--- src/rtl/aer_output_encoder_if.sv ---
// Four-phase AER link: the encoder drives request, address and timestamp,
// and the receiver returns the acknowledge.
interface aer_output_encoder_if #(
  parameter int TS_WIDTH = 16
);
  logic                aer_req;
  logic                aer_ack;
  logic [1:0]          aer_addr;
  logic [TS_WIDTH-1:0] aer_ts;

  modport master (output aer_req, output aer_addr, output aer_ts, input aer_ack);
  modport slave  (input aer_req, input aer_addr, input aer_ts, output aer_ack);
endinterface

--- src/rtl/aer_output_encoder.sv ---
// Timestamps spikes from three output neurons, arbitrates them round-robin
// into an event FIFO and sends each event over a four-phase AER handshake.
module aer_output_encoder #(
  parameter int  FIFO_DEPTH = 8,
  parameter int  TS_WIDTH   = 16,
  localparam int AW         = $clog2(FIFO_DEPTH)
) (
  input  logic                  clk,
  input  logic                  rst_n,
  input  logic                  enable,
  input  logic [2:0]            spike_in,
  aer_output_encoder_if.master  aer,
  output logic [AW:0]           fifo_count,
  output logic [7:0]            drop_count,
  output logic                  busy
);

  typedef enum logic [1:0] {IDLE, REQ, ACK_LOW} state_t;

  state_t              state_reg, state_next;
  logic [TS_WIDTH-1:0] ts_cnt;
  logic [2:0]          pending;
  logic [TS_WIDTH-1:0] ts_lat [3];
  logic [1:0]          rr_ptr;
  logic [2:0]          grant;
  logic [1:0]          grant_idx;
  logic                grant_valid;
  logic [2:0]          cand;
  logic [2:0]          capture;
  logic [2:0]          drop;
  logic [8:0]          drop_sum;
  logic                fifo_full, fifo_empty, pop;
  logic [AW-1:0]       wr_ptr, rd_ptr;
  logic [TS_WIDTH+1:0] mem [FIFO_DEPTH];
  logic [1:0]          addr_reg;
  logic [TS_WIDTH-1:0] ts_reg;

  assign fifo_full  = (fifo_count == (AW+1)'(FIFO_DEPTH));
  assign fifo_empty = (fifo_count == '0);

  // Round-robin search starts at rr_ptr, which points just past the last grant.
  always_comb begin
    grant_valid = 1'b0;
    grant_idx   = 2'd0;
    cand        = 3'd0;
    if (!fifo_full) begin
      for (int k = 0; k < 3; k++) begin
        cand = {1'b0, rr_ptr} + 3'(k);
        if (cand >= 3'd3) cand = cand - 3'd3;
        if (!grant_valid && pending[cand[1:0]]) begin
          grant_valid = 1'b1;
          grant_idx   = cand[1:0];
        end
      end
    end
    grant = grant_valid ? (3'b001 << grant_idx) : 3'b000;
  end

  // A spike on a neuron being granted this cycle re-arms its latch instead of dropping.
  for (genvar gi = 0; gi < 3; gi++) begin : g_neuron
    assign capture[gi] = enable & spike_in[gi] & (~pending[gi] | grant[gi]);
    assign drop[gi]    = enable & spike_in[gi] & pending[gi] & ~grant[gi];

    always_ff @(posedge clk or negedge rst_n) begin
      if (!rst_n) begin
        pending[gi] <= 1'b0;
        ts_lat[gi]  <= '0;
      end else if (capture[gi]) begin
        pending[gi] <= 1'b1;
        ts_lat[gi]  <= ts_cnt;
      end else if (grant[gi]) begin
        pending[gi] <= 1'b0;
      end
    end
  end

  assign drop_sum = {1'b0, drop_count} + 9'(drop[0]) + 9'(drop[1]) + 9'(drop[2]);

  always_ff @(posedge clk or negedge rst_n) begin
    if (!rst_n) begin
      ts_cnt     <= '0;
      drop_count <= '0;
      rr_ptr     <= 2'd0;
    end else begin
      if (enable) ts_cnt <= ts_cnt + TS_WIDTH'(1);
      drop_count <= drop_sum[8] ? 8'hFF : drop_sum[7:0];
      if (grant_valid) rr_ptr <= (grant_idx == 2'd2) ? 2'd0 : grant_idx + 2'd1;
    end
  end

  // Storage carries no reset so it maps onto RAM; only pointers are cleared.
  always_ff @(posedge clk) begin
    if (grant_valid) mem[wr_ptr] <= {grant_idx, ts_lat[grant_idx]};
  end

  always_ff @(posedge clk or negedge rst_n) begin
    if (!rst_n) begin
      wr_ptr     <= '0;
      rd_ptr     <= '0;
      fifo_count <= '0;
    end else begin
      if (grant_valid) wr_ptr <= wr_ptr + AW'(1);
      if (pop)         rd_ptr <= rd_ptr + AW'(1);
      case ({grant_valid, pop})
        2'b10:   fifo_count <= fifo_count + (AW+1)'(1);
        2'b01:   fifo_count <= fifo_count - (AW+1)'(1);
        default: fifo_count <= fifo_count;
      endcase
    end
  end

  always_comb begin
    state_next = state_reg;
    pop        = 1'b0;
    case (state_reg)
      IDLE: begin
        if (!fifo_empty && !aer.aer_ack) begin
          pop        = 1'b1;
          state_next = REQ;
        end
      end
      REQ:     if (aer.aer_ack)  state_next = ACK_LOW;
      ACK_LOW: if (!aer.aer_ack) state_next = IDLE;
      default: state_next = IDLE;
    endcase
  end

  always_ff @(posedge clk or negedge rst_n) begin
    if (!rst_n) begin
      state_reg <= IDLE;
      addr_reg  <= 2'd0;
      ts_reg    <= '0;
    end else begin
      state_reg <= state_next;
      if (pop) {addr_reg, ts_reg} <= mem[rd_ptr];
    end
  end

  assign aer.aer_req  = (state_reg == REQ);
  assign aer.aer_addr = addr_reg;
  assign aer.aer_ts   = ts_reg;
  assign busy = (|pending) | ~fifo_empty | (state_reg != IDLE);

endmodule

--- src/flat_wrapper.sv ---
// flat-port wrapper written by rule: the top's interface ports become plain ports
module aer_output_encoder_flat 
#(
  parameter int  FIFO_DEPTH = 8,
  parameter int  TS_WIDTH   = 16,
  localparam int AW         = $clog2(FIFO_DEPTH)
)
  (clk, rst_n, enable, spike_in, fifo_count, drop_count, busy, aer_aer_req, aer_aer_addr, aer_aer_ts, aer_aer_ack);
  aer_output_encoder_if #(.TS_WIDTH(TS_WIDTH)) aer_i ();
  input  logic clk;
  input  logic rst_n;
  input  logic enable;
  input  logic [2:0] spike_in;
  output logic [AW:0] fifo_count;
  output logic [7:0] drop_count;
  output logic busy;
  output wire logic [$bits(aer_i.aer_req)-1:0] aer_aer_req;
  output wire logic [$bits(aer_i.aer_addr)-1:0] aer_aer_addr;
  output wire logic [$bits(aer_i.aer_ts)-1:0] aer_aer_ts;
  input wire logic [$bits(aer_i.aer_ack)-1:0] aer_aer_ack;
  assign aer_aer_req = aer_i.aer_req;
  assign aer_aer_addr = aer_i.aer_addr;
  assign aer_aer_ts = aer_i.aer_ts;
  assign aer_i.aer_ack = aer_aer_ack;
  aer_output_encoder #(.FIFO_DEPTH(FIFO_DEPTH), .TS_WIDTH(TS_WIDTH)) u_core (.clk(clk), .rst_n(rst_n), .enable(enable), .spike_in(spike_in), .aer(aer_i), .fifo_count(fifo_count), .drop_count(drop_count), .busy(busy));
endmodule
--- config.mk ---
export PLATFORM = sky130hd
export DESIGN_NAME = aer_output_encoder_flat
export DESIGN_NICKNAME = d
export VERILOG_FILES = /design/src/rtl/aer_output_encoder_if.sv /design/src/rtl/aer_output_encoder.sv /design/src/flat_wrapper.sv
export SDC_FILE = /design/constraint.sdc
export NUM_CORES = 1
export LEC_CHECK = 0
export BUFFER_PORTS_ARGS = -buffer_cell sky130_fd_sc_hd__clkbuf_2
export CORE_UTILIZATION = 55
export CTS_CLUSTER_SIZE = 40
export DETAILED_ROUTE_END_ITERATION = 16
export GPL_ROUTABILITY_DRIVEN = 0
export PLACE_DENSITY = 0.73
export SKIP_LAST_GASP = 1
export SLEW_MARGIN = 30
export SYNTH_ARGS = -nofsm -noshare
export SYNTH_HDL_FRONTEND = slang
export SYNTH_SLANG_ARGS = --single-unit
--- constraint.sdc ---
create_clock -name clk -period 4.05 [get_ports clk]
set_input_delay 0.6075 -clock clk [delete_from_list [all_inputs] [get_ports clk]]
set_output_delay 0.6075 -clock clk [all_outputs]
set_load 0.01 [all_outputs]
==> results by group, run 1 <==
Power
  • Leakage power: 4.75 nW
  • Power density of the placed cells: about 930 nW/um^2
  • Total chip power: 11.1 mW
  • Max IR drop VDD: 0.000521 V

Synthesis
  • Dominant cells by area after synthesis: edfxtp_1 42%, dfrtp_1 26%, mux4_2 7.9%
  • Dominant synthesized flop cell: edfxtp_1
  • Synth Instances: between 600 and 700
  • Post-synthesis sequential area ratio: around two thirds
  • Cell Area, Synth: 10,300 um^2
  • Count leader, synth: edfxtp_1
  • Synth Area per Inst: 16.1 um^2
  • Area leader, netlist: edfxtp_1
  • Seq cells post-synth: 251
  • Syn_nets: 662
  • Ys Warns: 0
  • Post-synth top area share: 41.9%
  • Post-synth top cells: 144 x edfxtp_1, 107 x dfrtp_1, 48 x nand2_1
  • EDFF count, synth: 144
  • Cell variety after synth: between 50 and 60
  • Async S/R FF share, synth: 42.6%

Floorplan
  • Initial Util: 56.8%
  • Die height: between 100 and 150 um
  • Standard-cell rows: 49
  • IO Count: 39
  • DIE AREA: 19,300 um^2
  • CORE AREA: 18,100 um^2
  • Die width: 139 um

STA
  • Slew Limit Fails: 0
  • Hold_ws: 131 ps
  • Final Skew: 11.2 ps
  • Slew HR: 36.8%
  • Final WS setup: about 150 ps
  • Final setup violating endpoints: 0
  • Final worst-path cycle share: 96.3%
  • Fmax: about 0.26 GHz
  • Slew @ Worst Pin: 948 ps
  • Final Hold Violating Endpoints: 0
  • Crit path time final: about 3900 ps

Global route
  • Met2 GRT Util: 40.3%
  • Congestion Overflow GR: 0
  • Vias in the first global route: ~6,100
  • Initial antenna violation count: 0
  • Largest net degree at the start of global routing: 85
  • GR peak layer: met2
  • GR Util met1: approximately 27%
  • GRT met3 Usage: under 10%
  • First-pass GRT wire length: 32,500 um
  • Total track usage: 22.0%

Setup path
  • Worst-path maximum fanout: 7
  • Crit Path Class: reg -> reg
  • WP data arrival: about 4300 ps
  • CP required: 4450 ps
  • Worst Setup Start Kind: flip-flop
  • Endpoint class of the critical path: flip-flop

Cells and area
  • Final core occ: 65.6%
  • N_diodes: 0
  • Top Registers: u_core.mem x144, u_core.ts_lat x48
  • Most flops, register: u_core.mem
  • Layout cells sized above 1: 30.5%
  • Final non-filler cell total: 958
  • Nets: 731
  • Area grow syn2layout: 15.4%
  • Max reg flops: 144

Place
  • Place WS: -5.80 ps
  • HPWL after detailed placement: 11,900 um
  • Count of input and output buffers: 38
  • Placed Cells: 909

CTS
  • H-tree Lvls: 1
  • Worst-skew pair later-pin latency: 530 ps
  • Clock sink count: around 250
  • TritonCTS Buffers: 26
  • CTS tree: built
  • Root Buffer Master: clkbuf_16
  • Reg clk slew, reported paths: 60 ps
  • Clock Tree Buf Depth: 3

Route
  • Routed len/inst: 20.9 um
  • Drt via density: 5.84
  • Post-Route WL: 20,000 um
  • Residual DRC: 0
  • DR iter-0 viols: 434
  • First-pass DRT Iterations: 6
  • Vias: 5,598
  • Antenna Nets Post-Route: 0

Run
  • Max Cap Violations: 0

Hold path
  • Hold Path Class: in -> async

Outcome
  • Status: complete, no violations
## metal layers
| metal | share of wire (%) | vias to the layer above |
|---|---|---|
| met5 | 0 | - |
| met4 | 1.8 | 0 |
| met3 | 3.6 | 38 |
| met2 | 53 | 119 |
| met1 | 41 | 2899 |
| li1 | - | 2542 |
## per-stage QoR
step	TNS (ps)	cell area, um^2
4_1_cts	0	11900
6_report	0	11900
5_1_grt	-0.885	11900
2_1_floorplan	0	10300
3_3_place_gp	0	11000
3_5_place_dp	-5.80	11000
## worst paths after layout
check,from,to,slack [ps],cells after the start
min,rst_n,u_core.aer.aer_ts[3],130,1
min reg2reg,u_core.aer.aer_ts[14],u_core.aer.aer_ts[14],470,2
min in group clk,aer_aer_ack,u_core.state_reg[0],270,2
max,u_core.rr_ptr[0],u_core.drop_count[7],150,16
max in group asynchronous,rst_n,u_core.ts_lat[26],3110,2
max reg2reg,u_core.rr_ptr[0],u_core.drop_count[7],150,16
## cell usage in the layout (no fill, tap or decap), types with 3 or more instances in the layout
master     netlist  final
dfrtp_1        107    105
mux2_1          10     10
inv_1           25     25
xor2_1          10     10
clkinv_2         0      5
clkbuf_16        0     27
edfxtp_1       144    144
nand2_1         48     48
mux4_2          36     36
nor2b_1          4      3
ha_1            12      9
clkbuf_2         0     37
xnor2_1         17     17
clkbuf_8         0      5
mux2_2          41     41
o21ai_0         37     36
buf_4            0     33
nor2_1          13     12
and3_1           5      5
mux2i_1         23     21
clkbuf_1        16      5
nand4_1          4      4
nand2b_1         3      3
a22oi_1         16     16
nand3_1          8      7
or2_2            3      3
a21oi_1          4      3
ha_2             0      3
## worst max-delay path: stages, from the launching register on
cell and delay (ps):
dfrtp_1 410, inv_1 110, ha_2 290, buf_4 170, nand2_1 100, nor2_1 80, or4b_1 530, o211ai_2 140
inv_2 80, o31ai_4 260, nor2_1 90, fa_1 450, ha_1 250, fa_2 380, nand2_1 110, nand2_1 50
mux2_2 260
## cells by family after synthesis
logic type | after synthesis | synth area share [%]
XOR/XNOR | 27 | 2.29
AND/OR/NAND/NOR | 107 | 5.14
multiplexers | 110 | 15.7
AO/OA/AOI/OAI | 74 | 4.79
flip-flops | 251 | 67.9
adder cells (fa/ha/maj) | 15 | 2.04
buffers and inverters | 56 | 2.18
## where the power goes
part	switching, mW	internal (mW)	total, mW
clock	0.954	1.44	2.40
combinational	2.32	1.72	4.04
sequential	0.626	4.04	4.67
## area by class of cell
type / instances / area (um^2)
multi-input cells: 333 / 3180
repair buffers: 71 / 444
clock buffers: 37 / 763
clock inverters: 11 / 120
fillers: 1260 / 6250
inverters: 26 / 97.6
flip-flops and latches: 251 / 7010
well taps: 229 / 287
## what timing repair did
action,in CTS,in global routing
hold endpoints to repair,0,0
pin swaps,0,1
gates resized for setup,2,10
hold buffers,0,0
setup endpoints to repair,6,8
buffers inserted,0,1
Note: power is estimated with default switching activity, not from simulation.
==> run 2: changes to the inputs <==
Settings changed: CORE_UTILIZATION 55 to 65, PLACE_DENSITY 0.73 to 0.81, SKIP_CTS_REPAIR_TIMING set to 1.
Clock period 4.05 ns to 5 ns, I/O delays scaled along.
==> results by group, run 2 (synthesized netlist as in run 1, its figures left out) <==
STA
  • Slew Limit Fails: 0
  • Final Hold Violating Endpoints: 0
  • Final setup violating endpoints: 0
  • Slew @ Worst Pin: 983 ps
  • Setup TNS: 0 ps
  • Unrepaired setup endpoints after global routing: no
  • Crit path time final: 4510 ps
  • Fmax: between 0.2 and 0.25 GHz
  • Hold_ws: roughly 270 ps
  • Final Skew: approximately 8.4 ps
  • Slew HR: 33.8%
  • Final worst-path cycle share: 90.2%

Cells and area
  • Fillers: 868
  • Commonest non-fill, non-tap cell in the layout: edfxtp_1
  • Most frequent cells in the layout: 144 x edfxtp_1, 105 x dfrtp_1, 48 x nand2_1
  • Max reg flops: 144
  • Top Registers: u_core.mem x144, u_core.ts_lat x48
  • Area grow syn2layout: 12.9%
  • Layout cells sized above 1: a little over a quarter
  • Most flops, register: u_core.mem
  • N_diodes: 0
  • Nets: 713

Floorplan
  • DIE AREA: 16,400 um^2
  • CORE AREA: 15,400 um^2
  • Die height: about 130 um
  • Initial Util: about 67%
  • Die width: about 130 um
  • IO Count: 39
  • Standard-cell rows: 45

Setup path
  • Critical path's slowest cell: or4b_1
  • Endpoint class of the critical path: flip-flop
  • Worst path max stage delay: slightly above 500 ps
  • Crit Path Class: reg -> reg
  • WP data arrival: 4900 ps
  • Worst-path maximum fanout: 27
  • Worst Setup Start Kind: flip-flop
  • CP required: roughly 5400 ps
  • CP cell instances: inv_1 > ha_1 > nor2b_1 > o2bb2ai_1 > or4b_1 > o211ai_2 > inv_2 > o31ai_1 > nor2_1 > fa_1 > ha_1 > fa_1 > nand2_1 > nor2_1 > nand3_1 > nand2_1

Outcome
  • Status: complete, no violations

Route
  • First-pass DRT Iterations: 5
  • Vias: 5,578
  • DR iter-0 viols: 325
  • Routed len/inst: between 20 and 25 um
  • Antenna Nets Post-Route: 0
  • Drt via density: 6.06
  • Post-Route WL: between 15,000 and 20,000 um
  • Residual DRC: 0

Global route
  • Vias in the first global route: slightly below 6,000
  • Initial antenna violation count: 0
  • First-pass GRT wire length: 31,200 um
  • Congestion Overflow GR: 0
  • Largest net degree at the start of global routing: 73
  • Total track usage: 25.4%

CTS
  • Reg clk slew, reported paths: 60 ps
  • Clock Tree Buf Depth: 3
  • H-tree Lvls: 1
  • Clock sink count: 251
  • CTS tree: built
  • Root Buffer Master: clkbuf_16
  • TritonCTS Buffers: 25
  • Worst-skew pair later-pin latency: 510 ps

Place
  • HPWL after detailed placement: 11,100 um
  • Count of input and output buffers: 38

Hold path
  • Hold Path Class: in -> async

Power
  • Max IR drop VDD: approximately 0.0005 V
  • Power density of the placed cells: 738 nW/um^2
  • Leakage power: approximately 4.7 nW

Run
  • Max Cap Violations: 0
run 2: cell type report:
cell class | count | area [um^2] | share of cell area [%]
clock buffers | 39 | 785 | 6.74
clock inverters | 7 | 43.8 | 0.376
inverters | 26 | 97.6 | 0.838
multi-input cells | 333 | 3130 | 26.9
flip-flops and latches | 251 | 7000 | 60.1
well taps | 211 | 264 | 2.27
repair buffers | 54 | 317 | 2.72
run 2: routing by layer:
layer  part of all wire [%]  GRT usage [%]  up-vias
met1                     43           34.7     2879
met5                      0              0        -
li1                       -              -     2511
met2                     50           43.1      151
met3                    4.4           3.30       37
met4                    2.3           8.10        0
run 2: metrics by stage:
step                      area, um^2  setup WS, ps  cells  power [mW]  util [%]
after floorplan                10300           979    640        5.75         -
after global placement         10800           819    875        6.54      70.3
after detailed placement       10800           549    875        6.76      70.3
after CTS                      11600           520    921        8.64      75.7
after global routing           11600           264    921        9.07      75.8
final                          11600           488    921        8.59      75.8
run 2: power breakdown:
part	switching [mW]	internal, mW
registers	0.431	3.28
clock network	0.764	1.08
logic	1.83	1.20
run 2: worst max-delay path: cells and delay by family, from the launching register on:
kind | cells | cell delay (ps)
buffers and inverters | 2 | 340
and+or+nand+nor | 7 | 1310
DFF | 1 | 400
AOI/OAI and AO/OA | 3 | 750
adders and majority gates | 4 | 1580
run 2: path summary, 6_finish.rpt:
kind / start / endpoint / slack [ps] / cells after the start
setup / recovery: u_core.rr_ptr[0] / u_core.drop_count[2] / 490 / 16
hold / removal: rst_n / u_core.aer.aer_ts[3] / 270 / 1
setup reg to reg: u_core.rr_ptr[0] / u_core.drop_count[2] / 490 / 16
hold reg to reg: u_core.aer.aer_ts[7] / u_core.aer.aer_ts[7] / 480 / 2
max in group asynchronous: rst_n / u_core.ts_lat[45] / 3810 / 2
min in group clk: aer_aer_ack / u_core.state_reg[0] / 440 / 2
